`src/rtl/retire_map_table_pkg.sv`:
```
// Shared types for the retirement map table: index types, stage packets and
// the restore FSM state encoding.
package retire_map_table_pkg;

   localparam int AMT_ARCH_REGS = 32;
   localparam int AMT_PHYS_REGS = 64;
   localparam int AMT_RESTORE_W = 4;
   localparam int AMT_AW        = $clog2(AMT_ARCH_REGS);
   localparam int AMT_TW        = $clog2(AMT_PHYS_REGS);
   localparam int AMT_CHUNKS    = AMT_ARCH_REGS / AMT_RESTORE_W;
   localparam int AMT_CW        = $clog2(AMT_CHUNKS);
   localparam int AMT_RW_LG     = $clog2(AMT_RESTORE_W);

   typedef logic [AMT_AW-1:0] ARCH_REG_IDX;
   typedef logic [AMT_TW-1:0] PHYS_REG_IDX;

   typedef struct packed {
      logic        retire_en;
      ARCH_REG_IDX arch;
      PHYS_REG_IDX tag;
      PHYS_REG_IDX told;
   } IR_AMT_PACKET;

   typedef struct packed {
      logic                              valid;
      ARCH_REG_IDX                       base;
      logic [AMT_RESTORE_W-1:0][AMT_TW-1:0] tags;
   } AMT_MT_RESTORE_PACKET;

   typedef struct packed {
      logic        free_en;
      PHYS_REG_IDX free_tag;
   } AMT_FL_PACKET;

   typedef enum logic [1:0] {
      AMT_IDLE   = 2'd0,
      AMT_STREAM = 2'd1,
      AMT_DONE   = 2'd2
   } amt_state_e;

   // First arch index covered by a restore chunk (chunks are RESTORE_W aligned).
   function automatic ARCH_REG_IDX chunk_base(input logic [AMT_CW-1:0] chunk);
      return {chunk, {AMT_RW_LG{1'b0}}};
   endfunction

endpackage

```
`src/rtl/amt_restore_fsm.sv`:
```
// Rollback restore sequencer: walks the committed map in RESTORE_W-entry chunks
// under a valid/ready handshake and pulses done after the final acceptance.
module amt_restore_fsm
   import retire_map_table_pkg::*;
(
   input  logic        clock,
   input  logic        reset,
   input  logic        rollback_req,
   input  logic        restore_ready,
   output logic        restore_valid,
   output ARCH_REG_IDX restore_base,
   output logic        restore_done,
   output logic        busy
);

   localparam logic [AMT_CW-1:0] LAST_CHUNK = AMT_CW'(AMT_CHUNKS - 1);

   amt_state_e          state_r;
   logic [AMT_CW-1:0]   chunk_r;
   logic                valid_r;
   logic                done_r;
   logic                busy_r;

   // State, chunk counter and registered handshake outputs.
   always_ff @(posedge clock or posedge reset) begin
      if (reset) begin
         state_r <= AMT_IDLE;
         chunk_r <= {AMT_CW{1'b0}};
         valid_r <= 1'b0;
         done_r  <= 1'b0;
         busy_r  <= 1'b0;
      end else begin
         case (state_r)
            AMT_IDLE: begin
               done_r <= 1'b0;
               if (rollback_req) begin
                  state_r <= AMT_STREAM;
                  chunk_r <= {AMT_CW{1'b0}};
                  valid_r <= 1'b1;
                  busy_r  <= 1'b1;
               end else begin
                  valid_r <= 1'b0;
                  busy_r  <= 1'b0;
               end
            end
            AMT_STREAM: begin
               // Beat held until accepted; rollback_req is ignored here.
               if (restore_ready) begin
                  if (chunk_r == LAST_CHUNK) begin
                     state_r <= AMT_DONE;
                     valid_r <= 1'b0;
                     done_r  <= 1'b1;
                  end else begin
                     chunk_r <= chunk_r + {{(AMT_CW-1){1'b0}}, 1'b1};
                  end
               end
            end
            AMT_DONE: begin
               state_r <= AMT_IDLE;
               valid_r <= 1'b0;
               done_r  <= 1'b0;
               busy_r  <= 1'b0;
            end
            default: begin
               state_r <= AMT_IDLE;
               chunk_r <= {AMT_CW{1'b0}};
               valid_r <= 1'b0;
               done_r  <= 1'b0;
               busy_r  <= 1'b0;
            end
         endcase
      end
   end

   assign restore_valid = valid_r;
   assign restore_base  = chunk_base(chunk_r);
   assign restore_done  = done_r;
   assign busy          = busy_r;

endmodule

```
`src/rtl/retire_map_table.sv`:
```
// Architectural map table at retire: applies commits, frees Told one cycle
// later, and streams the committed mapping back on rollback.
module retire_map_table
   import retire_map_table_pkg::*;
#(
   parameter int ARCH_REGS = AMT_ARCH_REGS,
   parameter int PHYS_REGS = AMT_PHYS_REGS,
   parameter int RESTORE_W = AMT_RESTORE_W
)(
   input  logic                                   clock,
   input  logic                                   reset,
   input  logic                                   retire_en,
   input  logic [$clog2(ARCH_REGS)-1:0]           retire_arch,
   input  logic [$clog2(PHYS_REGS)-1:0]           retire_tag,
   input  logic [$clog2(PHYS_REGS)-1:0]           retire_told,
   output logic                                   free_en,
   output logic [$clog2(PHYS_REGS)-1:0]           free_tag,
   input  logic                                   rollback_req,
   output logic                                   restore_valid,
   input  logic                                   restore_ready,
   output logic [$clog2(ARCH_REGS)-1:0]           restore_base,
   output logic [RESTORE_W*$clog2(PHYS_REGS)-1:0] restore_tags,
   output logic                                   restore_done,
   output logic                                   busy,
   output logic                                   protocol_err
);

   IR_AMT_PACKET         ir_pkt_s;
   AMT_FL_PACKET         fl_pkt_r;
   AMT_MT_RESTORE_PACKET restore_pkt_s;
   PHYS_REG_IDX          map_r [AMT_ARCH_REGS];
   logic                 protocol_err_r;
   logic                 busy_s;
   logic                 restore_valid_s;
   logic                 restore_done_s;
   ARCH_REG_IDX          restore_base_s;
   logic                 commit_s;
   logic                 write_s;

   assign ir_pkt_s = '{retire_en: retire_en, arch: retire_arch,
                       tag: retire_tag, told: retire_told};

   // Commits are dropped while restoring; arch 0 is hardwired to phys 0.
   always_comb begin
      commit_s = ir_pkt_s.retire_en && !busy_s;
      write_s  = commit_s && (ir_pkt_s.arch != {AMT_AW{1'b0}});
   end

   // Committed map storage, identity after reset.
   always_ff @(posedge clock or posedge reset) begin
      if (reset) begin
         for (int i = 0; i < AMT_ARCH_REGS; i++) begin
            map_r[i] <= PHYS_REG_IDX'(i);
         end
      end else if (write_s) begin
         map_r[ir_pkt_s.arch] <= ir_pkt_s.tag;
      end
   end

   // Told release to the free list, one cycle after the commit.
   always_ff @(posedge clock or posedge reset) begin
      if (reset) begin
         fl_pkt_r <= '{free_en: 1'b0, free_tag: {AMT_TW{1'b0}}};
      end else begin
         fl_pkt_r.free_en <= write_s;
         if (write_s) begin
            fl_pkt_r.free_tag <= ir_pkt_s.told;
         end
      end
   end

   // Sticky flag for commits arriving during a restore.
   always_ff @(posedge clock or posedge reset) begin
      if (reset) begin
         protocol_err_r <= 1'b0;
      end else if (ir_pkt_s.retire_en && busy_s) begin
         protocol_err_r <= 1'b1;
      end
   end

   amt_restore_fsm u_restore_fsm (
      .clock         (clock),
      .reset         (reset),
      .rollback_req  (rollback_req),
      .restore_ready (restore_ready),
      .restore_valid (restore_valid_s),
      .restore_base  (restore_base_s),
      .restore_done  (restore_done_s),
      .busy          (busy_s)
   );

   // Beat payload read straight from the map, which cannot change while busy.
   always_comb begin
      restore_pkt_s.valid = restore_valid_s;
      restore_pkt_s.base  = restore_base_s;
      for (int k = 0; k < AMT_RESTORE_W; k++) begin
         restore_pkt_s.tags[k] = map_r[restore_base_s + ARCH_REG_IDX'(k)];
      end
   end

   assign free_en       = fl_pkt_r.free_en;
   assign free_tag      = fl_pkt_r.free_tag;
   assign restore_valid = restore_pkt_s.valid;
   assign restore_base  = restore_pkt_s.base;
   assign restore_tags  = restore_pkt_s.tags;
   assign restore_done  = restore_done_s;
   assign busy          = busy_s;
   assign protocol_err  = protocol_err_r;

endmodule

```
`config.mk`:
```
export PLATFORM = sky130hd
export DESIGN_NAME = retire_map_table
export DESIGN_NICKNAME = d
export VERILOG_FILES = /design/src/rtl/retire_map_table_pkg.sv /design/src/rtl/amt_restore_fsm.sv /design/src/rtl/retire_map_table.sv
export SDC_FILE = /design/constraint.sdc
export NUM_CORES = 1
export LEC_CHECK = 0
export CAP_MARGIN = 20
export CORE_AREA = 2 2 137 139
export CTS_CLUSTER_DIAMETER = 60
export DETAILED_ROUTE_END_ITERATION = 12
export DIE_AREA = 0 0 139 141
export PLACE_DENSITY = 0.81
export SYNTH_ARGS = -nofsm -noshare
export SYNTH_HDL_FRONTEND = slang
export SYNTH_SLANG_ARGS = --single-unit
```
`constraint.sdc`:
```
create_clock -name clock -period 7.2 [get_ports clock]
set_clock_uncertainty 0.2 [all_clocks]
set_input_delay 1.44 -clock clock [delete_from_list [all_inputs] [get_ports clock]]
set_output_delay 1.44 -clock clock [all_outputs]
set_load 0.01 [all_outputs]
```
==> results.yml <==
synth:
  synth_most_common_cell: "mux2_2"
  synthCells: 588
  yosysSeqAreaShare: 0.561
  synth-edff-count: 0
  yosysTopAreaCell: "dfrtp_1"
  yosys.cell_types.count: 33
  yosys-top-cells-count: "215 x mux2_2, 128 x dfrtp_1, 80 x dfstp_2"
  syn_area_sq_um: 9450
  synth.avg_cell_area_sq_um: 16.1
  async_flop_share: 1.00
  synth_ff_type: "dfrtp_1"
  yosys_warnings: 0
  synth.ff_latch_count: 208
  synth_area_leaders: "dfrtp_1 34%, mux2_2 26%, dfstp_2 22%, mux4_2 11%, clkbuf_1 1.3%"
  synth_top_area_share: 0.339
clock_tree:
  postCtsHoldBufs: 0
  cts_post_setup_buffers_inserted: 0
  clk_latency_ps: 490
  cts_made_buffers: 23
  root_buffer: "clkbuf_16"
  cts_buffer_depth: 3
  clk_pin_slew_ps: 50
  cts_resized: 0
  cts_max_level: 1
  cts_tree: "done"
  cts_sinks: 208
worst_setup_path:
  r2r_slack_ps: 4900
  endpoint: "restore_tags[18]"
  critPathTopFamily: "multiplexers"
  critPathArrivalTime_ps: 2890
  worstPathCellList: "buf_16 -> mux4_2 -> mux2_2 -> clkdlybuf4s50_1"
  crit_cells: 4
  crit_path_max_fanout: 29
  start_kind: "flip-flop"
  critPathCaptureType: "primary output"
  r2r-start: "u_restore_fsm.busy$_DFFE_PP0N_"
  startpoint: "u_restore_fsm.chunk_r[1]$_DFFE_PP0P_"
  reg2regPathDepth: 3
  critPathSlowestCell: "dfrtp_4"
  required_ps: 5560
  r2r_end: "map_r[102]$_DFFE_PP0P_"
  path_buf_inv: 2
  worstSetupPathType: "flip-flop to primary output"
  max_stage_delay_ps: 740
run_status:
  status: "completed"
timing:
  layout_min_cycle_time_ps: 4530
  fmax_ghz: 0.221
  fin_crit_sh: 0.629
  setup_tns_ps: 0
  setup-violations-final: 0
  hold_slack_ps: 172
  slew_headroom: 0.300
  drv_slew: 0
  tightest_slew_ps: 1050
  hold_viol: 0
  rsz0062_at_grt: "no"
detailed_routing:
  ant_nets: 0
  wire_per_inst_microns: 22.4
  drt-pass1-iter-count: 4
  drc: 0
  drt-initial-drc-count: 184
  vias_per_cell: 5.89
  vias: 5249
  drt_wl_total_mm: 19.9
run:
  cap_viol_max_count: 0
layout:
  fillers: 1332
  syn2layout_area_growth_pct: 17.5
  final_layout_size_suffix_gt1_frac: 0.604
  fin_area_sq_um: 11100
  antennaDiodeCount: 0
  nNetsFinal: 664
die:
  rows: 50
  initial_core_util: 0.518
  chipHeight_microns: 141
  dieArea_sq_um: 19600
  core_region_area_sq_um: 18300
  num_io_pins: 62
  die-width_microns: 139
global_routing:
  grt_pass1_vias: 5837
  antenna_found_initial: 1
  grt_usage: 0.209
  grt_pass1_wl_mm: 32.1
  grt-ovfl-total: 0
  grt_max_degree: 161
placement:
  gp_congestion: 0.759
  post-dp-hpwl_mm: 12.2
  place_area_sq_um: 10200
  io_buffers: 59
power:
  p_leak_nw: 4.68
  ir_drop_uv: 354
  power_density_nw_per_um2: 383
hold_path:
  hp-class: "flip-flop to flip-flop"
  min_path_cells: 0
==> layout make-up <==
class	count	area, sq um	share of cell area
timing repair buffer	68	751	0.0676
multi-input combinational	338	3980	0.358
clock inverter	5	82.6	0.00743
sequential	208	5310	0.478
clock buffer	37	688	0.0619
tap	234	293	0.0264
inverter	1	11.3	0.00101
==> state kept, by name (all words and copies together) (netlist names) <==
| name | cells |
|---|---|
| map_r | 192 |
| free_tag | 6 |
| u_restore_fsm.chunk_r | 3 |
| u_restore_fsm.state_r | 2 |
| free_en | 1 |
| protocol_err | 1 |
| u_restore_fsm.busy | 1 |
| u_restore_fsm.restore_done | 1 |
| u_restore_fsm.restore_valid | 1 |
==> per-layer routing <==
metal | GRT usage | part of all wire
met1 | 0.274 | 0.43
met2 | 0.363 | 0.51
met3 | 0.0367 | 0.040
met4 | 0.0579 | 0.023
met5 | 0 | 0.00065
==> worst min path at each step <==
stage	from	end	slack, ps
floorplan	map_r[186]$_DFFE_PP0P_	map_r[186]$_DFFE_PP0P_	220
global placement	map_r[189]$_DFFE_PP0P_	map_r[189]$_DFFE_PP0P_	160
detailed placement	map_r[190]$_DFFE_PP0P_	map_r[190]$_DFFE_PP0P_	160
CTS	map_r[190]$_DFFE_PP0P_	map_r[190]$_DFFE_PP0P_	180
global route	map_r[191]$_DFFE_PP0P_	map_r[191]$_DFFE_PP0P_	180
finish	map_r[191]$_DFFE_PP0P_	map_r[191]$_DFFE_PP0P_	170
==> placed cells by master (no fill, tap or decap), drive strengths merged, types with 5 or more instances in the layout <==
cell type      instances
buf                    8
nor2                  19
clkdlybuf4s50         59
a21oi                  5
nand2                 17
dfrtp                128
mux4                  48
mux2                 217
dfstp                 80
clkbuf                38
==> per-stage QoR <==
stage               total power, mW  setup slack (ps)  std cells  utilization
floorplan                      2.61              11.6        589            -
global placement               3.02              3000        843        0.558
detailed placement             3.10              2990        843        0.558
CTS                            4.28              2450        885        0.601
global route                   4.46              2530        891        0.608
finish                         4.26              2670        891        0.608
==> cells by family (layout without fill, tap and decap cells) <==
kind of cell,Yosys count,in the layout,synth area share
and+or+nand+nor,60,60,0.0378
adders and majority gates,2,2,0.00265
DFF,208,208,0.561
AOI/OAI and AO/OA,9,9,0.00635
muxes,265,265,0.373
other,1,2,0.000397
buffers and inverters,43,111,0.0188
==> where the power goes <==
part           internal [mW]  leakage, nW  switching, mW
Sequential              1.57         2.50          0.201
Combinational          0.817         1.81          0.501
Clock                  0.725        0.377          0.447
Total                   3.11         4.68           1.15
(Power assumes the default switching activity.)
